## src/rtl/sel_pkg.sv

```systemverilog
// Shared definitions for the push-button select path: debounce FSM encoding
// and default debounce lengths for simulation and for the board.
package sel_pkg;

  localparam logic [1:0] ST_LOW       = 2'd0;
  localparam logic [1:0] ST_RISE_PEND = 2'd1;
  localparam logic [1:0] ST_HIGH      = 2'd2;
  localparam logic [1:0] ST_FALL_PEND = 2'd3;

  typedef enum logic [1:0] {
    LOW       = ST_LOW,
    RISE_PEND = ST_RISE_PEND,
    HIGH      = ST_HIGH,
    FALL_PEND = ST_FALL_PEND
  } deb_state_e;

  localparam int DEBOUNCE_CYCLES_SIM   = 4;
  localparam int DEBOUNCE_CYCLES_BOARD = 1_000_000;

  // Counter must hold values up to DEBOUNCE_CYCLES-1 with headroom for the limit itself.
  function automatic int deb_cnt_width(input int cycles);
    return $clog2(cycles + 1);
  endfunction

endpackage

```

## src/rtl/sel_debounce_toggle_sync2.sv

```systemverilog
// Two-flop synchroniser for asynchronous board inputs; resets to 0.
module sync2 (
  input  logic clk,
  input  logic rst,
  input  logic d_i,
  output logic q_o
);

  logic s1_q;
  logic s2_q;

  always_ff @(posedge clk) begin
    if (rst) begin
      s1_q <= 1'b0;
      s2_q <= 1'b0;
    end else begin
      s1_q <= d_i;
      s2_q <= s1_q;
    end
  end

  assign q_o = s2_q;

endmodule

```

## src/rtl/sel_debounce_toggle.sv

```systemverilog
// Push-button to mux select: synchronise, debounce, and toggle sel on each
// debounced press; sel_changed pulses for one cycle whenever sel flips.
module sel_debounce_toggle
  import sel_pkg::*;
#(
  parameter int DEBOUNCE_CYCLES = DEBOUNCE_CYCLES_SIM,
  parameter bit SEL_INIT        = 1'b0
) (
  input  logic clk,
  input  logic rst,
  input  logic btn_in,
  input  logic sel_clr,
  output logic sel,
  output logic btn_level,
  output logic sel_changed
);

  localparam int CNT_W = deb_cnt_width(DEBOUNCE_CYCLES);
  localparam logic [CNT_W-1:0] CNT_ONE  = CNT_W'(1);
  localparam logic [CNT_W-1:0] CNT_LAST = CNT_W'(DEBOUNCE_CYCLES - 1);

  generate
    if (DEBOUNCE_CYCLES < 2) begin : g_bad_param
      $error("sel_debounce_toggle: DEBOUNCE_CYCLES must be at least 2");
    end
  endgenerate

  logic btn_s2;

  sync2 u_sync2 (
    .clk (clk),
    .rst (rst),
    .d_i (btn_in),
    .q_o (btn_s2)
  );

  deb_state_e       state_q, state_d;
  logic [CNT_W-1:0] cnt_q, cnt_d;
  logic             btn_level_q, btn_level_d;
  logic             sel_q, sel_d;
  logic             sel_changed_q, sel_changed_d;
  logic             toggle;

  always_ff @(posedge clk) begin
    if (rst) begin
      state_q       <= LOW;
      cnt_q         <= '0;
      btn_level_q   <= 1'b0;
      sel_q         <= SEL_INIT;
      sel_changed_q <= 1'b0;
    end else begin
      state_q       <= state_d;
      cnt_q         <= cnt_d;
      btn_level_q   <= btn_level_d;
      sel_q         <= sel_d;
      sel_changed_q <= sel_changed_d;
    end
  end

  // A pending state counts consecutive samples of the new level; any sample
  // of the old level is a bounce and drops straight back.
  always_comb begin
    state_d     = state_q;
    cnt_d       = cnt_q;
    btn_level_d = btn_level_q;
    toggle      = 1'b0;
    unique case (state_q)
      LOW: begin
        if (btn_s2) begin
          state_d = RISE_PEND;
          cnt_d   = CNT_ONE;
        end else begin
          cnt_d = '0;
        end
      end
      RISE_PEND: begin
        if (!btn_s2) begin
          state_d = LOW;
          cnt_d   = '0;
        end else if (cnt_q == CNT_LAST) begin
          state_d     = HIGH;
          cnt_d       = '0;
          btn_level_d = 1'b1;
          toggle      = 1'b1;
        end else begin
          cnt_d = cnt_q + CNT_ONE;
        end
      end
      HIGH: begin
        if (!btn_s2) begin
          state_d = FALL_PEND;
          cnt_d   = CNT_ONE;
        end else begin
          cnt_d = '0;
        end
      end
      FALL_PEND: begin
        if (btn_s2) begin
          state_d = HIGH;
          cnt_d   = '0;
        end else if (cnt_q == CNT_LAST) begin
          state_d     = LOW;
          cnt_d       = '0;
          btn_level_d = 1'b0;
        end else begin
          cnt_d = cnt_q + CNT_ONE;
        end
      end
      default: begin
        state_d = LOW;
        cnt_d   = '0;
      end
    endcase
  end

  // Clear wins over a coincident toggle, and that toggle is simply lost.
  always_comb begin
    sel_d = sel_q;
    if (sel_clr) begin
      sel_d = SEL_INIT;
    end else if (toggle) begin
      sel_d = ~sel_q;
    end
    sel_changed_d = sel_d ^ sel_q;
  end

  assign sel         = sel_q;
  assign btn_level   = btn_level_q;
  assign sel_changed = sel_changed_q;

endmodule

```

## config.mk

```make
export PLATFORM = sky130hd
export DESIGN_NAME = sel_debounce_toggle
export DESIGN_NICKNAME = d
export VERILOG_FILES = /design/src/rtl/sel_pkg.sv /design/src/rtl/sel_debounce_toggle_sync2.sv /design/src/rtl/sel_debounce_toggle.sv
export SDC_FILE = /design/constraint.sdc
export NUM_CORES = 1
export LEC_CHECK = 0
export ABC_CLOCK_PERIOD_IN_PS = 2670
export CAP_MARGIN = 0
export CORE_AREA = 2 2 39 41
export DETAILED_ROUTE_END_ITERATION = 10
export DIE_AREA = 0 0 41 43
export PLACE_DENSITY = 0.51
export RECOVER_POWER = 25
export REMOVE_ABC_BUFFERS = 1
export SKIP_CTS_REPAIR_TIMING = 1
export SYNTH_ARGS = -nofsm -noshare
export SYNTH_HDL_FRONTEND = slang
export SYNTH_SLANG_ARGS = --single-unit
```

## constraint.sdc

```tcl
create_clock -name clk -period 2.67 [get_ports clk]
set_clock_uncertainty 0.1 [all_clocks]
set_input_delay 0.534 -clock clk [delete_from_list [all_inputs] [get_ports clk]]
set_output_delay 0.534 -clock clk [all_outputs]
set_load 0.05 [all_outputs]
```

==> flow_summary.ini, run 1 <==
[status]
status = finished clean

[timing]
finalHoldViolations = 0
period_needed_ns = 2.08
min_period_over_period_pct = 78.0
worstMarginPinSlew_ns = 0.486
slew_headroom_pct = 67.5
tns_ns = 0
slew_violations = 0
max_freq_mhz = 480
final-setup-viol-count = 0
rsz0062_at_grt = false

[synth]
postSynthCellCount = 35
synth_edf_count = 0
synth.most_common_cell = dfxtp_1
synthTopCellsByArea = dfxtp_1 54%, a21oi_1 4.1%, nand3b_1 4.1%
synth_top_flop_cell = dfxtp_1
yosys.area.top_type = dfxtp_1
netlist.area_leader.share_pct = 54.2
ys_types = 18
yosys-top-cells-count = 10 x dfxtp_1, 3 x a21oi_1
ys_ff_latch = 10
synthesis.area_um2 = 369
synth-async-reset-ratio_pct = 0
avgSynthCellArea_um2 = 10.5
synth_warnings = 0
yosysSeqAreaShare_pct = 54.2

[min_path]
min_from = u_sync2.s1_q
hold_class = reg -> reg

[critical_path]
setup.worst_path.start = sel
cpMaxStageDelayCell = clkdlybuf4s50_1
critPathTopFamily = buffers and inverters
crit_buf_inv = 1
endpoint_kind = primary output
timing_worst_setup_path_type = reg -> out
r2r_start = cnt_q[0]
cp_max_fo = 4
cp.arrival_ns = 1.45
path_cells = clkdlybuf4s50_1
cp.required_ns = 2.04
startpoint_type = register
cpPeakStageDelay_ns = 0.82

[clocking]
clk_pin_slew_ns = 0.07
htreeDepth = 1
cts_buffers = 3
clockBufferDepth = 2
root_buffer = clkbuf_4
cts_tree = done
insertion_delay_ns = 0.26
cts_sinks = 10

[drt]
drt_pass1_iterations = 2
vias = 281
drtIter0Drc = 1
detail-route-antenna-nets = 0
totalWireLength_um = 620
viasPerCell = 4.61
drc_errors = 0
wl_per_cell_um = 10.2

[power]
intPower_uw = 245
p_clk_share_pct = 43.3
pwr-share-comb_pct = 6.3
p_leak_uw = 0.000196
peakVddDrop_v = 0.000212
pwr-share-seq_pct = 50.4
cellPowerDensity_mw_per_mm2 = 634
sw_frac_of_total_pct = 20.4
netSwitchingPower_uw = 62.9

[global_routing]
grt_max_degree = 9
grt_pass1_wl_um = 1080
grt-ovfl-total = 0
grt_usage_pct = 9.47
grt_antenna_before_repair = 0
grt_pass1_vias = 281

[job]
cap_violations = 0

[floorplanning]
fp.dieH_um = 43
coreArea_mm2 = 0.00138
num_io_pins = 7
die_w_um = 41
num_rows = 14
design.die.area_mm2 = 0.00176
start_util_pct = 26.7

[layout]
synthToLayoutAreaGrowth_pct = 31.5
finalNetCount = 51
fillers = 139
diodes = 0
post_route_cells_drive_above_1_share_pct = 13.3
post-route-util_pct = 35.1

[place]
port_buffers = 6
globalplace.congestion = 0.717
dp_hpwl_um = 483
[placed cells by master, fill, tap and decap left out, types with 2 or more instances in the layout]
cell / instances
o21ai_0: 2
or3_1: 2
nor2b_1: 2
nand2_1: 2
clkbuf_4: 3
dfxtp_1: 10
inv_1: 2
nand3b_1: 2
clkdlybuf4s50_1: 5
a21oi_1: 3
[path summary, 6_finish.rpt]
path	endpoint	slack [ns]	depth (start not counted)
worst max-delay path	sel	0.59	1
worst min-delay path	u_sync2.q_o	0.34	1
worst max register to register	sel	1.18	4
worst min register to register	u_sync2.q_o	0.34	1
[worst reg2reg max path: cells and delay by family (launching register included)]
kind,cells,cell delay (ns)
AO/OA/AOI/OAI,1,0.22
adder cells (fa/ha/maj),1,0.24
flip-flops,1,0.34
AND/OR/NAND/NOR,2,0.52
[power by group through the flow]
| stage | registers (uW) | logic (uW) | clock network [uW] |
|---|---|---|---|
| 2_1_floorplan | 163 | 5.24 | 0 |
| 3_3_place_gp | 158 | 19.5 | 0 |
| 3_5_place_dp | 159 | 19.9 | 0 |
| 4_1_cts | 155 | 19.9 | 137 |
| 5_1_grt | 155 | 21.0 | 142 |
| 6_report | 155 | 19.4 | 133 |
[kinds of logic after synthesis]
group	count (synthesis)	synth area share (%)
and+or+nand+nor	12	22.4
DFF	10	54.2
AOI/OAI and AO/OA	9	15.6
buffers and inverters	2	2.03
xor gates and xnor gates	1	2.37
adders and majority gates	1	3.39
[routing by layer]
metal  global-route usage [%]  wire length [um]
met2                     14.4               315
met4                     6.00                 8
met5                        0                 0
met1                     9.74               264
met3                     4.71                33
[flip-flops by register name, summed over array words and instances, names as in the netlist, named ones only]
| signal | count |
|---|---|
| u_sync2.q_o | 1 |
| btn_level | 1 |
| cnt_q | 3 |
| sel_changed | 1 |
| u_sync2.s1_q | 1 |
| state_q | 1 |
| sel | 1 |
[area by class of cell]
cell class	count	area (um^2)	share of cell area [%]
Multi-Input combinational cell	23	161	33.2
Inverter	2	7.51	1.55
Clock buffer	4	36.3	7.47
Sequential cell	10	200	41.2
Tap cell	16	20.0	4.12
Timing Repair Buffer	6	60.1	12.4
[stage by stage]
step | total power, uW | setup slack [ns] | hold WS (ns) | cell area (um^2) | cells
after global placement | 178 | 0.898 | 0.325 | 449 | 57
after detailed placement | 179 | 0.858 | 0.328 | 449 | 57
final | 308 | 0.587 | 0.343 | 485 | 61
after global routing | 319 | 0.507 | 0.354 | 485 | 61
after CTS | 312 | 0.567 | 0.350 | 485 | 61
after floorplan | 168 | 1.31 | 0.314 | 369 | 35
(Power assumes the default switching activity.)
==> run 2: changes to the inputs <==
--- a/config.mk
+++ b/config.mk
@@ -5,12 +5,12 @@
 export SDC_FILE = /design/constraint.sdc
 export NUM_CORES = 1
 export LEC_CHECK = 0
-export ABC_CLOCK_PERIOD_IN_PS = 2670
+export ABC_CLOCK_PERIOD_IN_PS = 1700
 export CAP_MARGIN = 0
 export CORE_AREA = 2 2 39 41
 export DETAILED_ROUTE_END_ITERATION = 10
 export DIE_AREA = 0 0 41 43
-export PLACE_DENSITY = 0.51
+export PLACE_DENSITY = 0.53
 export RECOVER_POWER = 25
 export REMOVE_ABC_BUFFERS = 1
 export SKIP_CTS_REPAIR_TIMING = 1
==> constraint.sdc (replaced) <==
create_clock -name clk -period 1.7 [get_ports clk]
set_clock_uncertainty 0.1 [all_clocks]
set_input_delay 0.34 -clock clk [delete_from_list [all_inputs] [get_ports clk]]
set_output_delay 0.34 -clock clk [all_outputs]
set_load 0.05 [all_outputs]
==> run 2 against run 1 <==
Effect of this change: die area stayed put; final cell count stayed put; register-to-register slack worse by 0.94 ns; count of clock-buffer cells in the layout is 1 lower; first-iteration DRC count rose to 4.0 times the previous value; largest power group unchanged; sequential cell count unchanged; highest routed layer unchanged; worst hold slack got worse by 0.0072 ns; routed wire length down 5.8%; critical path depth increased by 3; non-clock buffer count increased by 1; clock power increased by 20%; critical path type is now reg -> reg.
==> flow_summary.ini, run 2 (same netlist as run 1, synthesis figures left out) <==
[min_path]
hold-path-endpoint = u_sync2.q_o
min_path_cells = 1
hold_class = reg -> reg
min_from = u_sync2.s1_q

[layout]
diodes = 0
largest_reg_flops = 3
final_common_cell = dfxtp_1
finalNetCount = 52
regMostFlops = cnt_q
fillers = 140
synthToLayoutAreaGrowth_pct = 30.2
post_route_cells_drive_above_1_share_pct = 17.8
final_cell_mix = 10 x dfxtp_1, 3 x a21oi_1, 3 x clkbuf_4

[floorplanning]
num_rows = 14
design.die.area_mm2 = 0.00176
fp.dieH_um = 43
num_io_pins = 7
coreArea_mm2 = 0.00138
die_w_um = 41
start_util_pct = 26.7

[power]
cellPowerDensity_mw_per_mm2 = 901
peakVddDrop_v = 0.000591
p_total_uw = 433
intPower_uw = 336
p_clk_share_pct = 36.7
netSwitchingPower_uw = 96.9
p_leak_uw = 0.000199
sw_frac_of_total_pct = 22.4
pwr-share-comb_pct = 7.0
pwr-share-seq_pct = 56.3

[critical_path]
r2r_start = cnt_q[0]
timing_worst_setup_path_type = reg -> reg
crit_buf_inv = 0
cp.required_ns = 1.79
cp_max_fo = 5
r2r_cells = 4
cpMaxStageDelayCell = or3_1
critPathTopFamily = simple AND/OR/NAND/NOR gates
r2r_end = sel
cp.arrival_ns = 1.55
endpoint_kind = register
path_cells = ha_1, nand4b_2, or3_1, a211oi_2
r2r_setup_slack_ns = 0.24
startpoint_type = register
cpPeakStageDelay_ns = 0.35

[place]
dp_slack_ns = 0.239
dp_hpwl_um = 432
globalplace.congestion = 0.685
port_buffers = 6

[global_routing]
grt_usage_pct = 10.5
grt-ovfl-total = 0
grt_pass1_wl_um = 1150
grt_antenna_before_repair = 0
grt_pass1_vias = 291
grt_max_degree = 7

[drt]
totalWireLength_um = 584
detail-route-antenna-nets = 0
top_layer_used = met4
wl_met2_um = 254
wl_met3_um = 38
drc_errors = 0
viasPerCell = 4.43
wl_met1_um = 283
wl_per_cell_um = 9.57
vias = 270
drtIter0Drc = 4
drt_pass1_iterations = 2

[timing]
slew_headroom_pct = 81.8
slew_violations = 0
rsz0062_at_grt = false
min_period_over_period_pct = 86.0
finalHoldViolations = 0
worstMarginPinSlew_ns = 0.273
tns_ns = 0
worst_slack_ns = 0.239
max_freq_mhz = 684
final-setup-viol-count = 0
period_needed_ns = 1.46

[clocking]
clk_pin_slew_ns = 0.06
insertion_delay_ns = 0.26
cts_buffers = 3
root_buffer = clkbuf_4
clockBufferDepth = 2
cts_tree = done
cts_sinks = 10
htreeDepth = 1

[status]
status = finished clean

[job]
cap_violations = 0
## run 2: changes by cell type in the layout (fill, tap and decap cells not counted), sizes merged
cell,previous run,this run
clkdlybuf4s50,5,2
buf,0,3
## run 2: power by group through the flow
stage | clock (uW) | sequential, uW | combinational (uW)
4_1_cts | 167 | 244 | 32.2
3_5_place_dp | 0 | 249 | 32.4
6_report | 159 | 244 | 30.1
5_1_grt | 187 | 244 | 33.7
2_1_floorplan | 0 | 256 | 8.22
3_3_place_gp | 0 | 249 | 32.0
## run 2: cell type report
class	count	area, um^2	share of cell area (%)
clock buffer	3	22.5	4.69
inverter	2	7.51	1.56
multi-input combinational	23	161	33.6
sequential	10	200	41.7
tap	16	20.0	4.17
timing repair buffer	7	68.8	14.3
## run 2: through the flow
stage	util, %	hold slack (ns)	std cells	instance area, um^2
6_report	34.7	0.335	61	480
3_3_place_gp	33.4	0.316	58	462
3_5_place_dp	33.4	0.325	58	462
4_1_cts	35.0	0.340	61	484
2_1_floorplan	-	0.305	35	369
5_1_grt	34.7	0.361	61	480
## run 2: routing by layer
metal | global-route usage (%) | vias up
met1 | 11.8 | 117
li1 | - | 144
met5 | 0 | -
met4 | 6.00 | 0
met2 | 12.8 | 7
met3 | 9.42 | 2
## run 2: how the worst max path moves through the flow
stage / slack (ns) / start / cells after the start / end
global placement: 0.25 / sel_clr / 3 / sel_changed
CTS: 0.22 / cnt_q[0] / 4 / sel
floorplan: 0.34 / cnt_q[0] / 4 / sel
global route: 0.12 / cnt_q[0] / 4 / sel
finish: 0.24 / cnt_q[0] / 4 / sel
detailed placement: 0.24 / sel_clr / 3 / sel_changed
